`src/rtl/wb_arbiter_rr_wdt.sv`:
```
// Round-robin Wishbone classic arbiter with locked-cycle grants and a
// bus watchdog that aborts a stalled strobe and returns ERR to its master.
module wb_arbiter_rr_wdt #(
    parameter int PORTS        = 4,
    parameter int DATA_WIDTH   = 32,
    parameter int ADDR_WIDTH   = 32,
    parameter int SELECT_WIDTH = DATA_WIDTH / 8,
    parameter int TIMEOUT      = 255
) (
    input  logic                            clk,
    input  logic                            rst,
    input  logic [PORTS*ADDR_WIDTH-1:0]     wbm_adr_i,
    input  logic [PORTS*DATA_WIDTH-1:0]     wbm_dat_i,
    output logic [DATA_WIDTH-1:0]           wbm_dat_o,
    input  logic [PORTS-1:0]                wbm_we_i,
    input  logic [PORTS*SELECT_WIDTH-1:0]   wbm_sel_i,
    input  logic [PORTS-1:0]                wbm_stb_i,
    input  logic [PORTS-1:0]                wbm_cyc_i,
    output logic [PORTS-1:0]                wbm_ack_o,
    output logic [PORTS-1:0]                wbm_err_o,
    output logic [PORTS-1:0]                wbm_rty_o,
    output logic [ADDR_WIDTH-1:0]           wbs_adr_o,
    output logic [DATA_WIDTH-1:0]           wbs_dat_o,
    input  logic [DATA_WIDTH-1:0]           wbs_dat_i,
    output logic                            wbs_we_o,
    output logic [SELECT_WIDTH-1:0]         wbs_sel_o,
    output logic                            wbs_stb_o,
    output logic                            wbs_cyc_o,
    input  logic                            wbs_ack_i,
    input  logic                            wbs_err_i,
    input  logic                            wbs_rty_i,
    output logic [PORTS-1:0]                grant_o,
    output logic                            timeout_o,
    output logic [$clog2(PORTS)-1:0]        timeout_port_o
);

    localparam int IW = $clog2(PORTS);
    localparam int CW = (TIMEOUT > 0) ? $clog2(TIMEOUT + 1) : 1;
    localparam logic [CW-1:0] TLIM = CW'(TIMEOUT);
    localparam logic [PORTS-1:0] ONE = {{(PORTS-1){1'b0}}, 1'b1};

    typedef enum logic [1:0] {
        IDLE,
        GRANT,
        ABORT
    } state_t;

    state_t          state_q;
    logic [IW-1:0]   ptr_q;
    logic [PORTS-1:0] grant_q;
    logic [CW-1:0]   cnt_q;
    logic            to_q;
    logic [IW-1:0]   to_port_q;
    logic            err_pulse_q;

    logic [IW-1:0]   win;
    logic [IW-1:0]   cand;
    logic            found;
    logic            in_grant;
    logic            owner_cyc;
    logic            owner_stb;
    logic            term;
    logic            wdt_fire;

    logic [ADDR_WIDTH-1:0]   adr_a [PORTS];
    logic [DATA_WIDTH-1:0]   dat_a [PORTS];
    logic [SELECT_WIDTH-1:0] sel_a [PORTS];

    for (genvar g = 0; g < PORTS; g++) begin : g_split
        assign adr_a[g] = wbm_adr_i[g*ADDR_WIDTH +: ADDR_WIDTH];
        assign dat_a[g] = wbm_dat_i[g*DATA_WIDTH +: DATA_WIDTH];
        assign sel_a[g] = wbm_sel_i[g*SELECT_WIDTH +: SELECT_WIDTH];
    end

    // Search upward from the last owner so it gets lowest priority
    always_comb begin
        win   = ptr_q;
        cand  = ptr_q;
        found = 1'b0;
        for (int i = 1; i <= PORTS; i++) begin
            cand = IW'((int'(ptr_q) + i) % PORTS);
            if (!found && wbm_cyc_i[cand]) begin
                win   = cand;
                found = 1'b1;
            end
        end
    end

    assign in_grant  = (state_q == GRANT);
    assign owner_cyc = wbm_cyc_i[ptr_q];
    assign owner_stb = wbm_stb_i[ptr_q];
    assign term      = wbs_ack_i | wbs_err_i | wbs_rty_i;
    assign wdt_fire  = (TIMEOUT > 0) && owner_stb && !term && (cnt_q == TLIM);

    assign wbs_cyc_o = in_grant;
    assign wbs_stb_o = in_grant & owner_stb;
    assign wbs_we_o  = in_grant & wbm_we_i[ptr_q];
    assign wbs_adr_o = in_grant ? adr_a[ptr_q] : '0;
    assign wbs_dat_o = in_grant ? dat_a[ptr_q] : '0;
    assign wbs_sel_o = in_grant ? sel_a[ptr_q] : '0;

    assign wbm_dat_o = wbs_dat_i;
    assign wbm_ack_o = (in_grant & wbs_ack_i) ? grant_q : '0;
    assign wbm_rty_o = (in_grant & wbs_rty_i) ? grant_q : '0;
    assign wbm_err_o = ((in_grant & wbs_err_i) ? grant_q : '0)
                     | (err_pulse_q ? grant_q : '0);

    assign grant_o        = grant_q;
    assign timeout_o      = to_q;
    assign timeout_port_o = to_port_q;

    always_ff @(posedge clk) begin
        if (rst) begin
            state_q     <= IDLE;
            ptr_q       <= IW'(PORTS - 1);
            grant_q     <= '0;
            cnt_q       <= '0;
            to_q        <= 1'b0;
            to_port_q   <= '0;
            err_pulse_q <= 1'b0;
        end else begin
            to_q        <= 1'b0;
            err_pulse_q <= 1'b0;
            unique case (state_q)
                IDLE: begin
                    if (found) begin
                        ptr_q   <= win;
                        grant_q <= ONE << win;
                        cnt_q   <= '0;
                        state_q <= GRANT;
                    end
                end
                GRANT: begin
                    if (!owner_cyc) begin
                        grant_q <= '0;
                        cnt_q   <= '0;
                        state_q <= IDLE;
                    end else if (wdt_fire) begin
                        to_q        <= 1'b1;
                        to_port_q   <= ptr_q;
                        err_pulse_q <= 1'b1;
                        cnt_q       <= '0;
                        state_q     <= ABORT;
                    end else if (owner_stb && !term) begin
                        if (cnt_q != TLIM)
                            cnt_q <= cnt_q + CW'(1);
                    end else begin
                        cnt_q <= '0;
                    end
                end
                ABORT: begin
                    // Late slave terminations are dropped until the owner lets go
                    if (!owner_cyc) begin
                        grant_q <= '0;
                        state_q <= IDLE;
                    end
                end
                default: state_q <= IDLE;
            endcase
        end
    end

endmodule

```
`config.mk`:
```
export PLATFORM = sky130hd
export DESIGN_NAME = wb_arbiter_rr_wdt
export DESIGN_NICKNAME = d
export VERILOG_FILES = /design/src/rtl/wb_arbiter_rr_wdt.sv
export SDC_FILE = /design/constraint.sdc
export NUM_CORES = 1
export LEC_CHECK = 0
export ABC_AREA = 1
export CAP_MARGIN = 10
export CORE_AREA = 3 3 169 171
export DETAILED_ROUTE_END_ITERATION = 10
export DIE_AREA = 0 0 172 174
export GPL_TIMING_DRIVEN = 1
export PLACE_DENSITY_LB_ADDON = 0.12
export SKIP_CTS_REPAIR_TIMING = 1
export SYNTH_ARGS = -nofsm -noshare
export SYNTH_HDL_FRONTEND = slang
export SYNTH_SLANG_ARGS = --single-unit
export TNS_END_PERCENT = 10
```
`constraint.sdc`:
```
create_clock -name clk -period 1.8 [get_ports clk]
set_input_delay 0.54 -clock clk [delete_from_list [all_inputs] [get_ports clk]]
set_output_delay 0.54 -clock clk [all_outputs]
set_load 0.005 [all_outputs]
```
* Word-level counts from Yosys, hierarchy flattened
Index checks and enable logic that the tools add are counted.
Operators by class: muxes and demuxes 53, equal/unequal tests 9, $add $sub $neg 5, bitwise gates (word level) 11, $lt $le $gt $ge 6, reductions and logical operators 19, shifts and indexed selects 1
Operators by type and width (count):
- $mux W32 | 6
- $bmux W32 S2 | 2
- $mux W8 | 5
- $mux W4 | 9
- $mux W2 | 8
- $pmux W8 S2 | 1
- $lt A2 B3 Y1 const B | 5
- $bmux W1 S2 | 7
- $mux W1 | 12
- $reduce_and A3 Y1 | 4
- $add A8 B1 Y8 const B | 1
- $bmux W4 S2 | 1
- $eq A8 B8 Y1 const B | 1
- $ne A8 B8 Y1 const B | 1
- $pmux W4 S2 | 1
- $ne A2 B2 Y1 const B | 3
- $pmux W2 S3 | 1
- $and A1 B1 Y1 | 5
- $logic_and A1 B1 Y1 | 5
- $ne A5 B4 Y1 const B | 1
- $add A2 B1 Y2 const B | 2
- $add A2 B2 Y2 const B | 2
- $logic_not A1 Y1 | 4
- $or A4 B4 Y4 | 1
- other kinds (13) | 16
Storage, ports and cells: output and inout bits 122, bits in registers 19, word-level logic and storage cells 110, input port bits 321

* Longest topological paths before layout
Gate-level depths: netlist of run 1.
depth in word-level cells 16, mapped depth 14

* Worst setup path after synthesis of run 1
No wires, ideal clock.
path type flip-flop to output port, start point reg ptr_q[0], end point out wbs_dat_o[25], arrival time 1.391 ns, stages on the path, launching flop included 8, buffers on the path 3, path slack -0.131 ns, cell sequence dfxtp_1 > buf_4 > buf_2 > clkbuf_1 > nor2_1 > nor2_1 > o21ai_0 > a21oi_1
On the way: cells in the longest elaborated chain, start to end 5
Ends and longest elaborated chain:
- start, declared | line 49 | logic [IW-1:0] ptr_q;
- start signal, assigned | line 115 | ptr_q <= IW'(PORTS - 1);
- start signal, assigned | line 127 | ptr_q <= win;
- $not A2 Y3 (not written as such) | line 99 | assign wbs_dat_o = in_grant ? dat_a[ptr_q] : '0;
- $bmux W32 S2 | line 99
- $mux W32 (not written as such) (2 in a row) | line 99
- $mux W32 | line 99
- end, declared | line 23 | output logic [DATA_WIDTH-1:0] wbs_dat_o,
No other way between the ends. The select of a mux whose other input is x is not followed.

* Worst setup path after layout of run 1
start point reg ptr_q[0], end point out wbs_dat_o[6]
Same word-level chain as after synthesis.

==> results of run 1 <==
state kept, by name (all words and copies together) (netlist names):
| register | flops |
|---|---|
| err_pulse_q | 1 |
| cnt_q | 8 |
| grant_o | 4 |
| state_q | 2 |
| timeout_port_o | 2 |
| ptr_q | 2 |
area by class of cell:
class / count / area, um^2 / area share [%]
Multi-Input combinational cell: 654 / 3244 / 35.62
Inverter: 22 / 103.9 / 1.140
Tap cell: 341 / 426.7 / 4.684
Sequential cell: 19 / 390.4 / 4.286
Timing Repair Buffer: 490 / 4865 / 53.41
Clock buffer: 4 / 78.83 / 0.8654
through the flow:
step           util [%]  TNS (ps)  instance area, um^2  power (uW)  hold WS (ps)
2_1_floorplan         -    -489.2                 3915        4535         455.8
3_3_place_gp      31.32    -59360                 8464        8996         471.8
3_5_place_dp      31.32    -59350                 8464        8954         475.8
4_1_cts           31.61    -61310                 8543        9471         483.3
5_1_grt           33.70    -33100                 9109       11480         508.7
6_report          33.70    -25180                 9109       10530         480.2
cells in the final DEF, fill, tap and decap left out, drive strengths merged:
master and n:
a21boi 1, a21oi 91, buf 137, clkbuf 47, clkdlybuf4s50 292, dfxtp 19, dlymetal6s2s 18, ha 4
inv 22, nand2 70, nand3 19, nand4 2, nor2 305, nor3 6, nor3b 2, o21ai 150
xnor2 1, xor2 3
critical path, cell delays in order, from the launching register on:
cell	delay, ps
dfxtp_4	390
buf_12	150
inv_16	60
buf_12	130
buf_6	120
buf_4	130
buf_12	130
o21ai_4	130
a21oi_2	60
buf_2	140
cell families after synthesis:
group           after synthesis  share of synthesized area (%)
fa+ha+maj                     4                          1.281
xor+xnor                      4                         0.8967
buf+inv                     112                          14.57
compound gates              242                          31.54
flops                        19                          9.734
simple gates                404                          41.98
where the power goes:
group / switching (uW) / internal [uW]
Clock: 162 / 301
Combinational: 4800 / 4650
Sequential: 97.3 / 527
per-layer routing:
layer	track usage, %	wire [um]
met5	0	20
met2	28.79	13190
met3	3.184	1986
met1	16.56	10470
met4	2.428	335
worst max path at each step:
stage | from | end | slack, ps | cells past startpoint
5_1_grt | ptr_q[0] | wbs_dat_o[26] | -550 | 9
4_1_cts | wbm_dat_i[26] | wbs_dat_o[26] | -950 | 6
3_3_place_gp | wbm_dat_i[26] | wbs_dat_o[26] | -940 | 6
2_1_floorplan | ptr_q[0] | wbs_adr_o[25] | -10 | 7
6_report | ptr_q[0] | wbs_dat_o[6] | -450 | 9
3_5_place_dp | wbm_dat_i[26] | wbs_dat_o[26] | -940 | 6
==> impl_metrics.csv, run 1 <==
group,metric,value,unit
synthesis,syn-num-nets,1110,
setup_path,arrival,1710,ps
synthesis,ys_warn_count,0,
setup_path,ff2ff_setup_slack,-260,ps
die,die_area,29930,um^2
detailed_routing,via_count,6491,
cts,cts_tree,"yes",
setup_path,worstSetupEndpointType,"primary output",
synthesis,yosys-top-cells-count,"302 x nor2_1, 139 x o21ai_0, 91 x a21oi_1",
status,status,"finished, violations left",
synthesis,synth_most_common_cell,"nor2_1",
die,ios,443,
cts,clkTransAtPathRegs,50,ps
setup_path,worstSetupStartpointType,"flip-flop",
setup_path,path_max_fanout,6,
synthesis,yosysSeqAreaShare,9.734,%
die,dieHeight,174,um
detailed_routing,drt.antenna.violating_nets,0,
pwr,power_density,1156,nW/um^2
sta,clock_skew,1.753,ps
global_routing,antenna_found_initial,1,
synthesis,synth_top_area_share,29.01,%
synthesis,yosys.area.top_type,"nor2_1",
synthesis,netlist_area,3907,um^2
sta,fin_crit_sh,125.1,%
sta,grt_setup_unrepaired,"true",
cells_and_area,antenna_cells,0,
sta,post-route-min-period,2252,ps
detailed_routing,post_drt_wl_per_cell,16.99,um
cts,root_buffer,"clkbuf_16",
cells_and_area,num-fill-cells,3022,
sta,worst_slack,-452.4,ps
synthesis,post_synth.cell_area_avg,4.978,um^2
sta,slew_headroom,71.61,%
setup_path,criticalPathCategory,"reg -> out",
run,drv_cap,0,
hold_path,hold_path_depth,2,
detailed_routing,routed_wirelength,26000,um
global_routing,grt_overflow,0,
hold_path,min_to,"cnt_q[1]",
cells_and_area,layout.nets,1515,
synthesis,synth.distinct_cells,30,
cts,htree_levels,1,
setup_path,r2r-end,"state_q[0]",
synthesis,yosys-top-cells-area,"nor2_1 29%, o21ai_0 18%, a21oi_1 12%, dfxtp_1 9.7%, buf_4 6.3%",
global_routing,grt_max_degree,38,
sta,hold_viol,0,
cts,cts_buffers,3,
die,die_w,172,um
detailed_routing,drt_iter0_drc,182,
status,violations,"negative setup slack",
sta,finalSetupViolCount,98,
die,rows,60,
place,place_ws,-938.6,ps
cells_and_area,area_growth,133.1,%
synthesis,synth-edff-count,0,
detailed_routing,first_pass_iters,6,
global_routing,grtUsageTotal,14.84,%
place,hpwl,20000,um
cells_and_area,layout-drive-gt1-share,23.30,%
die,start_util,14.46,%
hold_path,hp-class,"reg -> reg",
hold_path,hp-start,"cnt_q[1]",
sta,timing.fmax,444.0,MHz
synthesis,netlist_instances,785,
pwr,peakVddDrop,0.0004240,V
setup_path,r2r_start,"ptr_q[0]",
pwr,p_leak,0.003930,uW
place,globalplace.congestion,0.8246,
synthesis,synth_flop_cell,"dfxtp_1",
cts,clkLatencyLatePin,250,ps
cells_and_area,instances_no_fill,1530,
place,dp.cells,1497,
global_routing,grt_pass1_vias,6255,
place,port_buffers,378,
global_routing,grt_pass1_wl,35310,um
detailed_routing,drc_errors,0,
die,core-area,27030,um^2
setup_path,required,1260,ps
cts,cts.sinks,19,
sta,slew_violations,0,
cts,cts_max_path_buffers,2,
detailed_routing,vias_per_cell,4.242,
synthesis,synthArstFlopShare,0,%
synthesis,ys_ff_latch,19,
setup_path,r2r_cells,13,
sta,max_slew.worst_pin.slew,425.9,ps
No activity file was read; power rests on OpenSTA's default activity.
==> run 2, diff against run 1 <==
--- a/config.mk
+++ b/config.mk
@@ -16,4 +16,4 @@
 export SYNTH_ARGS = -nofsm -noshare
 export SYNTH_HDL_FRONTEND = slang
 export SYNTH_SLANG_ARGS = --single-unit
-export TNS_END_PERCENT = 10
+export TNS_END_PERCENT = 5
==> run 2 against run 1 <==
Net effect: the run still ends with negative setup slack left; total power fell by 1.6%; cell area down 0.78%; final cell count shrank 0.20%; clock power about the same; global-route usage stayed put; maximum frequency fell by 0.25%; non-clock buffer count down 3; critical path depth unchanged.
==> impl_metrics.csv, run 2 (same netlist as run 1, synthesis figures left out) <==
group,metric,value,unit
pwr,pwr-share-seq,6.1,%
cells_and_area,area_growth,131.3,%
hold_path,hp-class,"reg -> reg",
sta,timing.fmax,442.8,MHz
die,core-area,27030,um^2
pwr,power_density,1147,nW/um^2
global_routing,gr-max-usage-layer,"met2",
cells_and_area,num-fill-cells,3021,
sta,max_slew.worst_pin.slew,425.9,ps
setup_path,path_max_fanout,6,
pwr,switching_share,48.04,%
global_routing,met2_usage,28.79,%
sta,finalSetupViolCount,98,
cells_and_area,mostFrequentLayoutCell,"clkdlybuf4s50_1",
place,hpwl,20000,um
pwr,p_comb_share,89.5,%
status,violations,"negative setup slack",
sta,slew_violations,0,
cells_and_area,antenna_cells,0,
setup_path,ff2ff_setup_slack,-270,ps
cts,clkLatencyLatePin,250,ps
die,ios,443,
run,drv_cap,0,
detailed_routing,routed_wirelength,25680,um
cells_and_area,instances_no_fill,1527,
global_routing,grt_max_degree,38,
hold_path,min_to,"cnt_q[1]",
sta,setup-tns-final,-25150,ps
place,globalplace.congestion,0.8246,
cts,cts_tree,"yes",
sta,grt_setup_unrepaired,"true",
setup_path,r2r_start,"ptr_q[0]",
sta,worst_slack,-458.2,ps
sta,clock_skew,1.773,ps
die,dieHeight,174,um
cts,clkTransAtPathRegs,50,ps
cts,cts_max_path_buffers,2,
setup_path,criticalPathCategory,"reg -> out",
detailed_routing,drt.antenna.violating_nets,0,
cells_and_area,largest_reg_flops,8,
sta,hold_viol,0,
global_routing,use_met3,3.184,%
detailed_routing,drt_iter0_drc,224,
setup_path,arrival,1720,ps
cts,cts_buffers,3,
pwr,p_clk_share,4.5,%
setup_path,worstSetupStartpointType,"flip-flop",
cts,cts.sinks,19,
place,place_ws,-938.6,ps
detailed_routing,first_pass_iters,4,
setup_path,worstSetupEndpointType,"primary output",
pwr,p_leak,0.003916,uW
die,die_area,29930,um^2
pwr,switching_power,4982,uW
pwr,p_int,5388,uW
cells_and_area,top_register,"cnt_q",
detailed_routing,drc_errors,0,
die,die_w,172,um
die,rows,60,
global_routing,grt_pass1_wl,35310,um
setup_path,r2r_cells,13,
hold_path,hold_path_depth,2,
global_routing,grt_overflow,0,
sta,slew_headroom,71.61,%
setup_path,startpoint,"ptr_q[0]",
cells_and_area,layout.nets,1512,
pwr,peakVddDrop,0.0004257,V
detailed_routing,post_drt_wl_per_cell,16.82,um
cts,htree_levels,1,
sta,post-route-min-period,2258,ps
global_routing,antenna_found_initial,1,
sta,fin_crit_sh,125.5,%
cells_and_area,layout-drive-gt1-share,22.51,%
global_routing,grtUsageTotal,14.84,%
status,status,"finished, violations left",
die,start_util,14.46,%
global_routing,use_met1,16.56,%
pwr,finalPower,10370,uW
place,dp.cells,1497,
cts,root_buffer,"clkbuf_16",
cells_and_area,most-common-layout-cells,"293 x clkdlybuf4s50_1, 292 x nor2_1, 82 x a21oi_1",
hold_path,hp-start,"cnt_q[1]",
place,port_buffers,378,
global_routing,grt_pass1_vias,6255,
detailed_routing,via_count,6479,
setup_path,required,1260,ps
setup_path,r2r-end,"state_q[0]",
cells_and_area,final_util,33.44,%
detailed_routing,vias_per_cell,4.243,
-- run 2: cell types whose count changed in the layout (fill, tap and decap cells not counted), sizes merged --
cell | previous run | this run
clkdlybuf4s50 | 292 | 293
dlymetal6s2s | 18 | 19
clkbuf | 47 | 48
buf | 137 | 131
-- run 2: worst max path at each step --
stage | end | slack, ps | cells past startpoint
after floorplan | wbs_adr_o[25] | -10 | 7
after global placement | wbs_dat_o[26] | -940 | 6
after detailed placement | wbs_dat_o[26] | -940 | 6
after CTS | wbs_dat_o[26] | -950 | 6
after global routing | wbs_dat_o[26] | -550 | 9
final | wbs_dat_o[6] | -460 | 9
-- run 2: power groups by stage --
stage          sequential (uW)  clock, uW  combinational, uW
6_report                   630        463               9280
5_1_grt                    642        493              10200
4_1_cts                    651        481               8340
3_5_place_dp               658          0               8300
3_3_place_gp               654          0               8340
2_1_floorplan              599          0               3940
-- run 2: critical path, cell delays in order (launching register included) --
cell and delay (ps):
dfxtp_4 390, buf_12 150, inv_16 60, buf_12 130
buf_6 120, buf_4 130, buf_12 130, o21ai_4 130
a21oi_2 60, buf_2 140
-- run 2: final cells by class --
type / instances / area, um^2 / area share [%]
well taps: 341 / 426.7 / 4.721
inverters: 22 / 103.9 / 1.149
flip-flops and latches: 19 / 390.4 / 4.320
multi-input cells: 654 / 3214 / 35.57
repair buffers: 487 / 4823 / 53.37
clock buffers: 4 / 78.83 / 0.8722
-- run 2: layer usage --
metal / wire [um] / vias to the layer above
li1: - / 3338
met1: 10270 / 2855
met2: 13100 / 252
met3: 1959 / 32
met4: 337 / 2
met5: 7 / -
-- run 2: through the flow --
step	area, um^2	hold slack (ps)
floorplan	3915	455.8
finish	9037	480.2
detailed placement	8464	475.8
global placement	8464	471.8
global route	9037	508.7
CTS	8543	483.3
